[src/rtl/id_instr_queue_pkg.sv]
// Shared types for the IF/ID instruction queue.
package id_pkg;

  typedef enum logic {
    RUN,
    DS_WAIT
  } queue_state_t;

  typedef struct packed {
    logic [31:0] instr;
    logic [31:0] pc;
  } entry_t;

  localparam logic [31:0] INSTR_NOP = 32'h0000_0000;

endpackage

[src/rtl/id_instr_queue_if.sv]
// Fetch/decode-facing handshake bundle of the instruction queue.
interface id_instr_queue_if #(
  parameter int DEPTH   = 4,
  parameter int INSTR_W = 32,
  parameter int PC_W    = 32
);
  localparam int CW = $clog2(DEPTH) + 1;

  logic               push_valid;
  logic               push_ready;
  logic [INSTR_W-1:0] push_instr;
  logic [PC_W-1:0]    push_pc;
  logic               pop_valid;
  logic               pop_ready;
  logic [INSTR_W-1:0] pop_instr;
  logic [PC_W-1:0]    pop_pc;
  logic [PC_W-1:0]    pop_pc_plus_4;
  logic               redirect;
  logic               flush;
  logic               ds_pending;
  logic [CW-1:0]      count;

  modport master (
    output push_valid, push_instr, push_pc, pop_ready, redirect, flush,
    input  push_ready, pop_valid, pop_instr, pop_pc, pop_pc_plus_4, ds_pending, count
  );

  modport slave (
    input  push_valid, push_instr, push_pc, pop_ready, redirect, flush,
    output push_ready, pop_valid, pop_instr, pop_pc, pop_pc_plus_4, ds_pending, count
  );
endinterface

[src/rtl/id_instr_queue_ram.sv]
// DEPTH x W register array, one write port, one async read port, reset to zero.
module id_queue_ram #(
  parameter int DEPTH = 4,
  parameter int W     = 64,
  localparam int AW   = $clog2(DEPTH)
) (
  input  logic          clk,
  input  logic          rst,
  input  logic          we,
  input  logic [AW-1:0] waddr,
  input  logic [W-1:0]  wdata,
  input  logic [AW-1:0] raddr,
  output logic [W-1:0]  rdata
);

  logic [DEPTH-1:0][W-1:0] mem_q, mem_d;

  // Write port: update the addressed entry only.
  always_comb begin
    mem_d = mem_q;
    if (we) mem_d[waddr] = wdata;
  end

  // Storage register with async clear.
  always_ff @(posedge clk or negedge rst) begin
    if (!rst) mem_q <= '0;
    else      mem_q <= mem_d;
  end

  assign rdata = mem_q[raddr];

endmodule

[src/rtl/id_instr_queue.sv]
// IF/ID instruction FIFO with delay-slot-aware redirect and full flush.
module id_instr_queue
  import id_pkg::*;
#(
  parameter int DEPTH   = 4,
  parameter int INSTR_W = 32,
  parameter int PC_W    = 32
) (
  input  logic          clk,
  input  logic          rst,
  id_instr_queue_if.slave q
);

  localparam int AW = $clog2(DEPTH);
  localparam int CW = AW + 1;
  localparam int W  = INSTR_W + PC_W;

  queue_state_t  state_q, state_d;
  logic [AW-1:0] rd_ptr_q, rd_ptr_d, wr_ptr_q, wr_ptr_d;
  logic [CW-1:0] count_q, count_d;
  logic          do_push, do_pop, do_redir, wr_en;
  logic [W-1:0]  rd_data;

  assign q.push_ready = (count_q != CW'(DEPTH));
  assign q.pop_valid  = (count_q != '0);
  assign do_push      = q.push_valid & q.push_ready;
  assign do_pop       = q.pop_valid & q.pop_ready;
  assign do_redir     = do_pop & q.redirect;

  // Next pointers/count/state; flush beats redirect beats plain FIFO traffic.
  always_comb begin
    state_d  = state_q;
    rd_ptr_d = rd_ptr_q;
    wr_ptr_d = wr_ptr_q;
    count_d  = count_q;
    wr_en    = 1'b0;
    if (q.flush) begin
      count_d  = '0;
      rd_ptr_d = wr_ptr_q;
      state_d  = RUN;
    end else if (do_redir) begin
      if (count_q > CW'(1)) begin
        // Entry behind the popped one is the delay slot; drop everything after it.
        rd_ptr_d = rd_ptr_q + AW'(1);
        wr_ptr_d = rd_ptr_q + AW'(2);
        count_d  = CW'(1);
      end else if (do_push) begin
        // Queue drains to empty, so the incoming push is the delay slot.
        wr_en    = 1'b1;
        rd_ptr_d = wr_ptr_q;
        wr_ptr_d = wr_ptr_q + AW'(1);
        count_d  = CW'(1);
      end else begin
        // Delay slot not fetched yet; IF must deliver it before the target.
        rd_ptr_d = rd_ptr_q + AW'(1);
        count_d  = '0;
        state_d  = DS_WAIT;
      end
    end else begin
      if (do_push) begin
        wr_en    = 1'b1;
        wr_ptr_d = wr_ptr_q + AW'(1);
      end
      if (do_pop) rd_ptr_d = rd_ptr_q + AW'(1);
      count_d = count_q + CW'(do_push) - CW'(do_pop);
      if (state_q == DS_WAIT && do_push) state_d = RUN;
    end
  end

  // Control registers.
  always_ff @(posedge clk or negedge rst) begin
    if (!rst) begin
      state_q  <= RUN;
      rd_ptr_q <= '0;
      wr_ptr_q <= '0;
      count_q  <= '0;
    end else begin
      state_q  <= state_d;
      rd_ptr_q <= rd_ptr_d;
      wr_ptr_q <= wr_ptr_d;
      count_q  <= count_d;
    end
  end

  id_queue_ram #(.DEPTH(DEPTH), .W(W)) u_ram (
    .clk   (clk),
    .rst   (rst),
    .we    (wr_en),
    .waddr (wr_ptr_q),
    .wdata ({q.push_instr, q.push_pc}),
    .raddr (rd_ptr_q),
    .rdata (rd_data)
  );

  assign q.pop_instr     = rd_data[W-1:PC_W];
  assign q.pop_pc        = rd_data[PC_W-1:0];
  assign q.pop_pc_plus_4 = rd_data[PC_W-1:0] + PC_W'(4);
  assign q.ds_pending    = (state_q == DS_WAIT);
  assign q.count         = count_q;

endmodule

[src/flat_wrapper.sv]
// flat-port wrapper written by rule: the top's interface ports become plain ports
module id_instr_queue_flat import id_pkg::*;
#(
  parameter int DEPTH   = 4,
  parameter int INSTR_W = 32,
  parameter int PC_W    = 32
)
  (clk, rst, q_push_valid, q_push_instr, q_push_pc, q_pop_ready, q_redirect, q_flush, q_push_ready, q_pop_valid, q_pop_instr, q_pop_pc, q_pop_pc_plus_4, q_ds_pending, q_count);
  id_instr_queue_if #(.DEPTH(DEPTH), .INSTR_W(INSTR_W), .PC_W(PC_W)) q_i ();
  input  logic clk;
  input  logic rst;
  input wire logic [$bits(q_i.push_valid)-1:0] q_push_valid;
  input wire logic [$bits(q_i.push_instr)-1:0] q_push_instr;
  input wire logic [$bits(q_i.push_pc)-1:0] q_push_pc;
  input wire logic [$bits(q_i.pop_ready)-1:0] q_pop_ready;
  input wire logic [$bits(q_i.redirect)-1:0] q_redirect;
  input wire logic [$bits(q_i.flush)-1:0] q_flush;
  output wire logic [$bits(q_i.push_ready)-1:0] q_push_ready;
  output wire logic [$bits(q_i.pop_valid)-1:0] q_pop_valid;
  output wire logic [$bits(q_i.pop_instr)-1:0] q_pop_instr;
  output wire logic [$bits(q_i.pop_pc)-1:0] q_pop_pc;
  output wire logic [$bits(q_i.pop_pc_plus_4)-1:0] q_pop_pc_plus_4;
  output wire logic [$bits(q_i.ds_pending)-1:0] q_ds_pending;
  output wire logic [$bits(q_i.count)-1:0] q_count;
  assign q_i.push_valid = q_push_valid;
  assign q_i.push_instr = q_push_instr;
  assign q_i.push_pc = q_push_pc;
  assign q_i.pop_ready = q_pop_ready;
  assign q_i.redirect = q_redirect;
  assign q_i.flush = q_flush;
  assign q_push_ready = q_i.push_ready;
  assign q_pop_valid = q_i.pop_valid;
  assign q_pop_instr = q_i.pop_instr;
  assign q_pop_pc = q_i.pop_pc;
  assign q_pop_pc_plus_4 = q_i.pop_pc_plus_4;
  assign q_ds_pending = q_i.ds_pending;
  assign q_count = q_i.count;
  id_instr_queue #(.DEPTH(DEPTH), .INSTR_W(INSTR_W), .PC_W(PC_W)) u_core (.clk(clk), .rst(rst), .q(q_i));
endmodule
[config.mk]
export PLATFORM = sky130hd
export DESIGN_NAME = id_instr_queue_flat
export DESIGN_NICKNAME = d
export VERILOG_FILES = /design/src/rtl/id_instr_queue_pkg.sv /design/src/rtl/id_instr_queue_if.sv /design/src/rtl/id_instr_queue_ram.sv /design/src/rtl/id_instr_queue.sv /design/src/flat_wrapper.sv
export SDC_FILE = /design/constraint.sdc
export NUM_CORES = 1
export LEC_CHECK = 0
export ABC_AREA = 0
export ABC_CLOCK_PERIOD_IN_PS = 3800
export CAP_MARGIN = 20
export CORE_MARGIN = 4
export CORE_UTILIZATION = 45
export DETAILED_ROUTE_END_ITERATION = 10
export HOLD_SLACK_MARGIN = 0.02
export PLACE_DENSITY = 0.68
export SETUP_SLACK_MARGIN = 0.1
export SLEW_MARGIN = 5
export SYNTH_ARGS = -nofsm -noshare
export SYNTH_HDL_FRONTEND = slang
export SYNTH_SLANG_ARGS = --single-unit
[constraint.sdc]
create_clock -name clk -period 3.8 [get_ports clk]
set_clock_uncertainty 0.05 [all_clocks]
set_input_delay 0.38 -clock clk [delete_from_list [all_inputs] [get_ports clk]]
set_output_delay 0.38 -clock clk [all_outputs]
set_load 0.01 [all_outputs]
Yosys cells after proc, flatten, opt, wreduce, memory -nomap -nowiden
Index checks and enable logic that the tools add are counted.
{"block": "word_totals", "reg_bits": 264, "out_inout_bits": 102}
{"block": "classes", "n_mux": 26, "order_cmp": 4, "eq_ne": 3, "bitwise_logic": 3, "reduce_logical": 6, "addsub": 6}
{"operator": "$bwmux 256", "n": 1}
{"operator": "$bmux 64 s2", "n": 1}
{"operator": "$demux 64 s2", "n": 1}
{"operator": "$mux 64", "n": 2}
{"operator": "$add 32x3->32 const B", "n": 1}
{"operator": "$mux 2", "n": 8}
{"operator": "$mux 1", "n": 10}
{"operator": "$mux 3", "n": 3}
{"operator": "$ne 3x3->1 const B", "n": 3}
{"operator": "$reduce_bool 3->1", "n": 3}
{"operator": "$lt 2x3->1 const B", "n": 2}
{"operator": "$add 2x1->2 const B", "n": 2}
{"operator": "$add 3x1->3", "n": 1}
{"operator": "$and 1x1->1", "n": 3}
{"operator": "$gt 3x1->1 const B", "n": 1}
{"operator": "$reduce_and 3->1", "n": 1}
{"operator": "$sub 3x1->3", "n": 1}
{"operator": "$add 2x2->2 const B", "n": 1}
{"operator": "$ge 2x1->1 const B", "n": 1}
{"operator": "$logic_and 1x1->1", "n": 2}

Longest topological paths before layout
Gate-level depths: netlist of run 1.
{"block": "logic_depth", "depth_word": 6, "mapped_depth": 9}

Cells and area by module
From an unflattened synthesis of run 1, not the netlist that was laid out.
{"block": "unflattened", "cells_unflattened": 770, "area_unflattened_um2": 12734.7}
{"module": "id_queue_ram", "instances": 1, "seq_area_each_um2": 6406.1, "cells_each": 621, "area_each_um2": 11559.8}
{"module": "id_instr_queue", "instances": 1, "seq_area_each_um2": 200.2, "cells_each": 149, "area_each_um2": 1174.9}

Worst setup path after synthesis of run 1
OpenSTA, ideal clock, no wires.
{"block": "synth_path", "path_kind": "flip-flop to output port", "startpoint": "register u_core.rd_ptr_q[0]", "endpoint": "output q_pop_pc_plus_4[20]", "stages_incl_launch_ff": 10, "arrival_time_ns": 2.192, "slack_ns": 1.178, "n_path_buf": 3, "cell_sequence": "dfrtp_1 buf_6 buf_12 mux4_2 ha_1 and3_1 buf_2 and4_1 nand4_1 xnor2_1"}
{"block": "synth_via", "elab_chain_cells": 3}
{"item": "start, declared", "line": "id_instr_queue.sv:19", "rtl": "logic [AW-1:0] rd_ptr_q, rd_ptr_d, wr_ptr_q, wr_ptr_d;"}
{"item": "start signal, assigned", "line": "id_instr_queue.sv:79", "rtl": "rd_ptr_q <= rd_ptr_d;"}
{"item": "$bmux 64 s2", "line": "id_instr_queue_ram.sv:30", "rtl": "assign rdata = mem_q[raddr];"}
{"item": "$mux 64 (implied by the code)", "line": "id_instr_queue_ram.sv:30"}
{"item": "net q_pop_pc[2]", "line": "flat_wrapper.sv:21", "rtl": "output wire logic [$bits(q_i.pop_pc)-1:0] q_pop_pc;"}
{"item": "$add 32x3->32", "line": "id_instr_queue.sv:97", "rtl": "assign q.pop_pc_plus_4 = rd_data[PC_W-1:0] + PC_W'(4);"}
{"item": "end, declared", "line": "flat_wrapper.sv:22", "rtl": "output wire logic [$bits(q_i.pop_pc_plus_4)-1:0] q_pop_pc_plus_4;"}
The timed path passes the listed nets, and every way through them passes these cells. The select of a mux whose other input is x is not followed.

Worst setup path after layout of run 1
{"block": "layout_path", "startpoint": "register u_core.rd_ptr_q[0]", "endpoint": "output q_pop_pc_plus_4[23]"}
{"block": "layout_via", "elab_chain_cells": 3}
{"item": "$bmux 64 s2", "line": "id_instr_queue_ram.sv:30"}
{"item": "$mux 64 (implied by the code)", "line": "id_instr_queue_ram.sv:30"}
{"item": "$add 32x3->32", "line": "id_instr_queue.sv:97"}
No other way between the ends. The select of a mux whose other input is x is not followed.

==> flow_summary.toml, run 1 <==
[status]
outcome = "finished, final reports clean"

[global_routing]
antenna_found_initial = 0
grt_pass1_vias = 7920
track_usage = 0.1831
grt_overflow_total = 0
grt_pass1_wl_um = 44720
grt_max_degree = 121

[synthesis]
synth_top_family_by_area = "multiplexers"
synth_warnings = 0
synth_compound_area_frac = 0.008366
synth-simple-area-share = 0.03520
synth.distinct_cells = 43
netlist_instances = 770
synth_area_per_cell_um2 = 15.93
synth.area.mux_share = 0.3540
syn_area_um2 = 12260
ys_seq_area_frac = 0.5387
ys_seq_elements = 264
synth.net_count = 850
synthAdderAreaFrac = 0.01082
synth-xor-area-share = 0.02071

[flow_run]
drv_cap = 0

[sta]
min_period_over_period = 0.9551
tightest_slew_ns = 0.9362
finalSetupTns_ns = 0
slew_headroom = 0.3759
setup_viol = 0
slew_viol_final = 0
fmax_ghz = 0.2755
fin_ws_ns = 0.1708
grt_setup_unrepaired = "true"
finalCriticalPeriod_ns = 3.629
finalHoldViolCount = 0

[worst_setup_path]
slowest_stage = "dfrtp_4"
path_buf_inv = 2
cp-end-kind = "primary output"
cp_top_family = "simple AND/OR/NAND/NOR gates"
cp-start-kind = "register"
crit_path_max_incr_delay_ns = 0.57
reg2reg_depth = 8
crit_arrival_ns = 3.20
required_ns = 3.37
path_cells = "buf_6 -> mux4_2 -> and4_4 -> nand4_4 -> nor3_1 -> xor2_1 -> clkdlybuf4s50_1"
cp_num_cells = 7
crit_path_max_fanout = 8
critPathKind = "reg2out"

[clocking]
clock_sinks = 264
cts_buffer_depth = 3
cts_buffers = 30
clk_pin_slew_worst_paths_ns = 0.06
cts_root_buf = "clkbuf_16"
insertion_delay_ns = 0.54
cts_tree = "built"
cts_max_level = 1

[die]
ios = 172
start_util = 0.4563
core_um2 = 26880
die_h_um = 173.1
dieArea_um2 = 29960
dieWidth_um = 173.1
rows = 60

[placement]
dp_hpwl_um = 17620
place.gp.congestion = 0.8403
place_ws_ns = 0.3703
io_buffers = 171

[layout]
diodes = 0
drive_gt1_frac = 0.4273
fin_nets = 1041
area_growth_syn_to_layout_pct = 26.68

[power_and_ir_drop]
peakVddDrop_v = 0.0004716
power.leakage_uw = 0.006628
powerDensity_nw_per_um2 = 990.6
p_comb_frac = 0.489
p_int_uw = 10530
p_sw_frac = 0.3159
clkPwrFrac = 0.191
switching_power_uw = 4862
finalPower_uw = 15390
seq_power_share = 0.321

[hold_path]
worstHoldPathType = "in2async"

[route]
viasPerCell = 5.542
wl_per_cell_um = 20.65
drc = 0
wl_um = 27340
drtIter0Drc = 382
drtPass1Iterations = 4
drtAntennaViolNets = 0
vias = 7337
[timing repair]
action                                  4_1_cts  5_1_grt
setup buffers                                12        3
pin swaps                                     3        0
gates cloned                                  1        0
hold buffers                                  1        0
resized for setup                            11        7
endpoints found under the hold margin       117        0
endpoints found under the setup margin       22       12
[path summary, 6_finish.rpt]
check,slack (ns),endpoint,startpoint
setup / recovery,0.17,q_pop_pc_plus_4[23],u_core.rd_ptr_q[0]
hold / removal,0.45,u_core.u_ram.mem_q[78],rst
setup reg to reg,0.83,u_core.u_ram.mem_q[46],u_core.q.count[1]
hold reg to reg,0.45,u_core.u_ram.mem_q[182],u_core.u_ram.mem_q[182]
max in group asynchronous,2.32,u_core.u_ram.mem_q[110],rst
min in group clk,0.45,u_core.u_ram.mem_q[182],u_core.u_ram.mem_q[182]
[metal layers]
metal / vias up / wire (µm) / GRT usage
met4: 0 / 485 / 0.03824
li1: 3258 / - / -
met5: - / 0 / 0
met3: 42 / 1905 / 0.04875
met2: 191 / 12950 / 0.2991
met1: 3846 / 12000 / 0.2500
[final cells by class]
class / count / area [µm²]
timing repair buffer: 205 / 2090
tap: 341 / 426.7
clock buffer: 44 / 894.6
inverter: 13 / 48.80
fill: 2158 / 11340
sequential: 264 / 6614
clock inverter: 10 / 133.9
multi-input combinational: 447 / 5328
[metrics by stage]
stage / util / cell area, µm² / instances / hold slack [ns]
6_report: 0.5780 / 15530 / 1324 / 0.4483
5_1_grt: 0.5780 / 15530 / 1324 / 0.4613
3_5_place_dp: 0.5328 / 14320 / 1253 / 0.4370
2_1_floorplan: - / 12260 / 770 / 0.03441
3_3_place_gp: 0.5328 / 14320 / 1253 / 0.4316
4_1_cts: 0.5762 / 15480 / 1321 / 0.4507
[registers in the layout, summed over array words and instances (netlist names)]
register,flops
u_core.wr_ptr_q,2
u_core.q.count,3
u_core.u_ram.mem_q,256
u_core.rd_ptr_q,2
u_core.q.ds_pending,1
[kinds of logic (layout without fill, tap and decap cells)]
kind of cell,count (synthesis),after routing
mux,321,321
compound gates,15,15
buf+inv,60,272
fa+ha+maj,10,10
simple gates,71,72
xor+xnor,29,29
flops,264,264
[cell usage in the layout (no fill, tap or decap), types with 3 or more instances in the layout]
| master | netlist | final |
|---|---|---|
| a21oi_1 | 3 | 3 |
| and4_4 | 0 | 3 |
| buf_12 | 2 | 7 |
| buf_4 | 31 | 22 |
| buf_6 | 2 | 3 |
| bufinv_16 | 0 | 3 |
| clkbuf_1 | 4 | 6 |
| clkbuf_16 | 0 | 31 |
| clkbuf_8 | 0 | 7 |
| clkdlybuf4s50_1 | 0 | 165 |
| clkinv_2 | 0 | 4 |
| dfrtp_1 | 264 | 262 |
| dlymetal6s2s_1 | 0 | 4 |
| ha_1 | 9 | 9 |
| inv_1 | 13 | 13 |
| mux2_2 | 256 | 256 |
| mux4_2 | 62 | 62 |
| nand2_1 | 17 | 13 |
| nand2_4 | 0 | 4 |
| nand3_1 | 12 | 12 |
| nand4_1 | 6 | 6 |
| nor2_1 | 8 | 8 |
| nor3_1 | 8 | 8 |
| o22ai_1 | 3 | 3 |
| xnor2_1 | 17 | 17 |
| xor2_1 | 12 | 12 |
[synth_stat cells (all sizes together)]
cell type  instances  area [µm²]
a22oi              1       7.510
nand4              8       80.08
clkbuf             4       15.01
or3b               1       8.760
o31a               1       8.760
and3               2       12.51
a41o               1       10.01
nand2             17       63.81
fa                 1       20.02
a2bb2oi            1       8.760
mux4              64        1449
inv               13       48.80
nand3             12       60.06
a21oi              3       15.01
mux2             256        2883
dfrtp            264        6606
o2bb2ai            1       8.760
nor2               8       30.03
nor4               3       37.54
or3                1       6.260
and2               2       12.51
nor3               9       50.05
o22ai              3       18.77
buf               43       330.3
and4               5       45.04
xnor2             17       148.9
ha                 9       112.6
or2                1       8.760
nor4bb             1       10.01
a21o               1       7.510
mux2i              1       10.01
xor2              12       105.1
nor2b              1       6.260
a21boi             1       7.510
o21ai              2       10.01
[power groups by stage]
| stage | logic [µW] | registers [µW] | clock network (µW) |
|---|---|---|---|
| 3_3_place_gp | 7190 | 5000 | 0 |
| 2_1_floorplan | 4470 | 4670 | 0 |
| 3_5_place_dp | 7280 | 5030 | 0 |
| 4_1_cts | 7570 | 4950 | 3010 |
| 5_1_grt | 8080 | 5110 | 3130 |
| 6_report | 7520 | 4940 | 2930 |
[worst reg2reg max path, cell delays in order, from the launching register on]
cell and delay [ns]:
dfrtp_1 0.46, inv_1 0.10, ha_1 0.19, a21boi_1 0.14
nor4bb_1 0.55, nor3_2 0.23, nand2_4 0.44, buf_12 0.30
mux2_2 0.38
No activity file was read; power rests on OpenSTA's default activity.
==> run 2: changes to the inputs <==
- ABC_AREA: 0 -> 1
- PLACE_DENSITY: 0.68 -> 0.67
==> run 2 against run 1 <==
  * Clock power down 3%
  * Core utilization down 1.7 points
  * Maximum frequency up 2.0%
  * Sequential cell count unchanged
  * Non-clock buffer count up 1
==> flow_summary.toml, run 2 <==
[placement]
place.gp.congestion = 0.8934
dp_hpwl_um = 21020
io_buffers = 171
placed_area_um2 = 15000

[route]
viasPerCell = 5.072
wl_per_cell_um = 15.24
drtPass1Iterations = 5
drtIter0Drc = 764
vias = 11350
wl_um = 34110
drc = 0
drtAntennaViolNets = 0

[global_routing]
grt_overflow_total = 0
grt_pass1_wl_um = 56450
antenna_found_initial = 2
track_usage = 0.2057
grt_pass1_vias = 10880
grt_max_degree = 129

[die]
ios = 172
die_h_um = 180.0
start_util = 0.4602
rows = 62
dieWidth_um = 180.0
core_um2 = 28940
dieArea_um2 = 32410

[layout]
fin_nets = 1913
regArea_um2 = 6611
final_cell_mix = "485 x nand2_1, 262 x dfrtp_1, 256 x o21ai_1"
num-fill-cells = 2705
largest-register = "u_core.u_ram.mem_q"
finish.utilization = 0.5610
multi_input_comb_area_um2 = 5220
area_growth_syn_to_layout_pct = 21.89
mostFrequentLayoutCell = "nand2_1"
largest_reg_flops = 256
diodes = 0
drive_gt1_frac = 0.06904
final_cell_area_um2 = 16230

[sta]
grt_setup_unrepaired = "true"
min_period_over_period = 0.9367
slew_headroom = 0.5489
slew_viol_final = 0
tightest_slew_ns = 0.6767
finalSetupTns_ns = 0
setup_viol = 0
finalCriticalPeriod_ns = 3.560
fmax_ghz = 0.2809
finalHoldViolCount = 0

[status]
outcome = "finished, final reports clean"

[worst_setup_path]
crit_path_max_incr_delay_ns = 0.54
cp-end-kind = "primary output"
path_buf_inv = 3
required_ns = 3.37
cp-start-kind = "register"
critPathKind = "reg2out"
cp_top_family = "buffers and inverters"
cp_common_cell = "nand2_1"
path_cells = "buf_4 -> bufbuf_16 -> nand2_1 -> nand3_1 -> nand2_2 -> nand2_1 -> nor2_2 -> nand2_1 -> nor2_1 -> nand3_1 -> nand2_1 -> clkdlybuf4s50_1"
crit_arrival_ns = 3.13
slowest_stage = "dfrtp_4"
crit_path_max_fanout = 33

[power_and_ir_drop]
powerDensity_nw_per_um2 = 980.5
finalPower_uw = 15920
power.leakage_uw = 0.007918
peakVddDrop_v = 0.0005231

[synthesis]
synth_edf_count = 0
synth.most_common_cell = "nand2_1"
ys_async_sr_fraction = 1.000
ys_top_cells_by_area = "dfrtp_1 50%, nand2_1 14%, o21ai_1 9.6%, inv_1 5.8%, nor2_1 3.4%"
syn_area_um2 = 13320
synth_area_per_cell_um2 = 7.842
netlist_top_cells_count = "492 x nand2_1, 264 x dfrtp_1, 256 x o21ai_1"
ys_seq_area_frac = 0.4961
synth.net_count = 1778
synth_warnings = 0
ys_seq_elements = 264
synth_top_area_frac = 0.4961
netlist_instances = 1698
synth.distinct_cells = 30
ys.flop_type = "dfrtp_1"
yosysTopAreaCell = "dfrtp_1"

[clocking]
cts_max_level = 1
clock_sinks = 264
cts_buffer_depth = 3
insertion_delay_ns = 0.56
cts_tree = "built"
cts_buffers = 29
clk_pin_slew_worst_paths_ns = 0.06
cts_root_buf = "clkbuf_16"

[hold_path]
worstHoldPathType = "in2async"

[flow_run]
drv_cap = 0
[run 2: changes by cell type after synthesis, moves of 66 or more]
| cell | delta |
|---|---|
| nand3_1 | +66 |
| o21ai_1 | +256 |
| inv_1 | +191 |
| nor2_1 | +111 |
| o21ai_0 | +79 |
| nand2_1 | +475 |
| mux2_2 | -256 |
[run 2: worst paths after layout]
kind	start	to	slack, ns	depth (start not counted)
max	u_core.rd_ptr_q[0]	q_pop_pc_plus_4[29]	0.24	12
min reg2reg	u_core.u_ram.mem_q[171]	u_core.u_ram.mem_q[171]	0.43	2
min in group clk	q_push_instr[21]	u_core.u_ram.mem_q[181]	0.38	3
max in group asynchronous	rst	u_core.u_ram.mem_q[158]	2.38	3
max reg2reg	u_core.q.count[1]	u_core.u_ram.mem_q[146]	1.24	11
min	rst	u_core.u_ram.mem_q[131]	0.38	2
[run 2: what timing repair did]
action                     in CTS  in global routing
gates cloned                    2                  1
buffers inserted                2                 10
pin swaps                       0                  5
gates resized for setup         5                 21
hold endpoints to repair       83                  0
hold buffers                    1                  0
setup endpoints to repair      20                 18
[run 2: cell type report]
type                    instances  area share
inverters                     209     0.04895
well taps                     384     0.02960
repair buffers                206      0.1330
multi-input cells            1123      0.3216
clock buffers                  43     0.05103
flip-flops and latches        264      0.4073
clock inverters                 9    0.008556
[run 2: worst reg2reg max path, stage by stage (launching register included)]
cell and delay (ns):
dfrtp_1 0.43, inv_2 0.09, ha_1 0.20, nand2_1 0.06, nand2_1 0.05, nand2_1 0.28
nor2_8 0.09, nor2_8 0.17, nand3_4 0.42, buf_12 0.40, nand2_1 0.13, o21ai_1 0.06
[run 2: logic make-up (layout without fill, tap and decap cells)]
| group | after synthesis | count (layout) | share of synthesized area |
|---|---|---|---|
| AO/OA/AOI/OAI | 376 | 376 | 0.1449 |
| XOR/XNOR | 17 | 17 | 0.01118 |
| adder cells (fa/ha/maj) | 10 | 10 | 0.009960 |
| buffers and inverters | 311 | 467 | 0.1177 |
| flip-flops | 264 | 264 | 0.4961 |
| AND/OR/NAND/NOR | 720 | 720 | 0.2201 |
[run 2: where the power goes]
part | internal (µW) | switching, µW
registers | 4070 | 666
clock network | 1710 | 1130
logic | 3750 | 4580
[run 2: per-stage QoR]
| step | hold WS [ns] | setup slack (ns) | std cells |
|---|---|---|---|
| finish | 0.3784 | 0.2405 | 2238 |
| global route | 0.3813 | 0.05063 | 2238 |
| CTS | 0.3584 | 0.1542 | 2227 |
| detailed placement | 0.3930 | 0.3060 | 2170 |
| global placement | 0.3890 | 0.3558 | 2170 |
| floorplan | 0.03441 | 1.379 | 1698 |
[run 2: layer usage]
metal | global-route usage | part of all wire | vias up
met5 | 0 | 0.00070 | -
met3 | 0.04118 | 0.066 | 37
li1 | - | - | 5646
met1 | 0.2899 | 0.46 | 5363
met4 | 0.03690 | 0.014 | 4
met2 | 0.3371 | 0.46 | 301
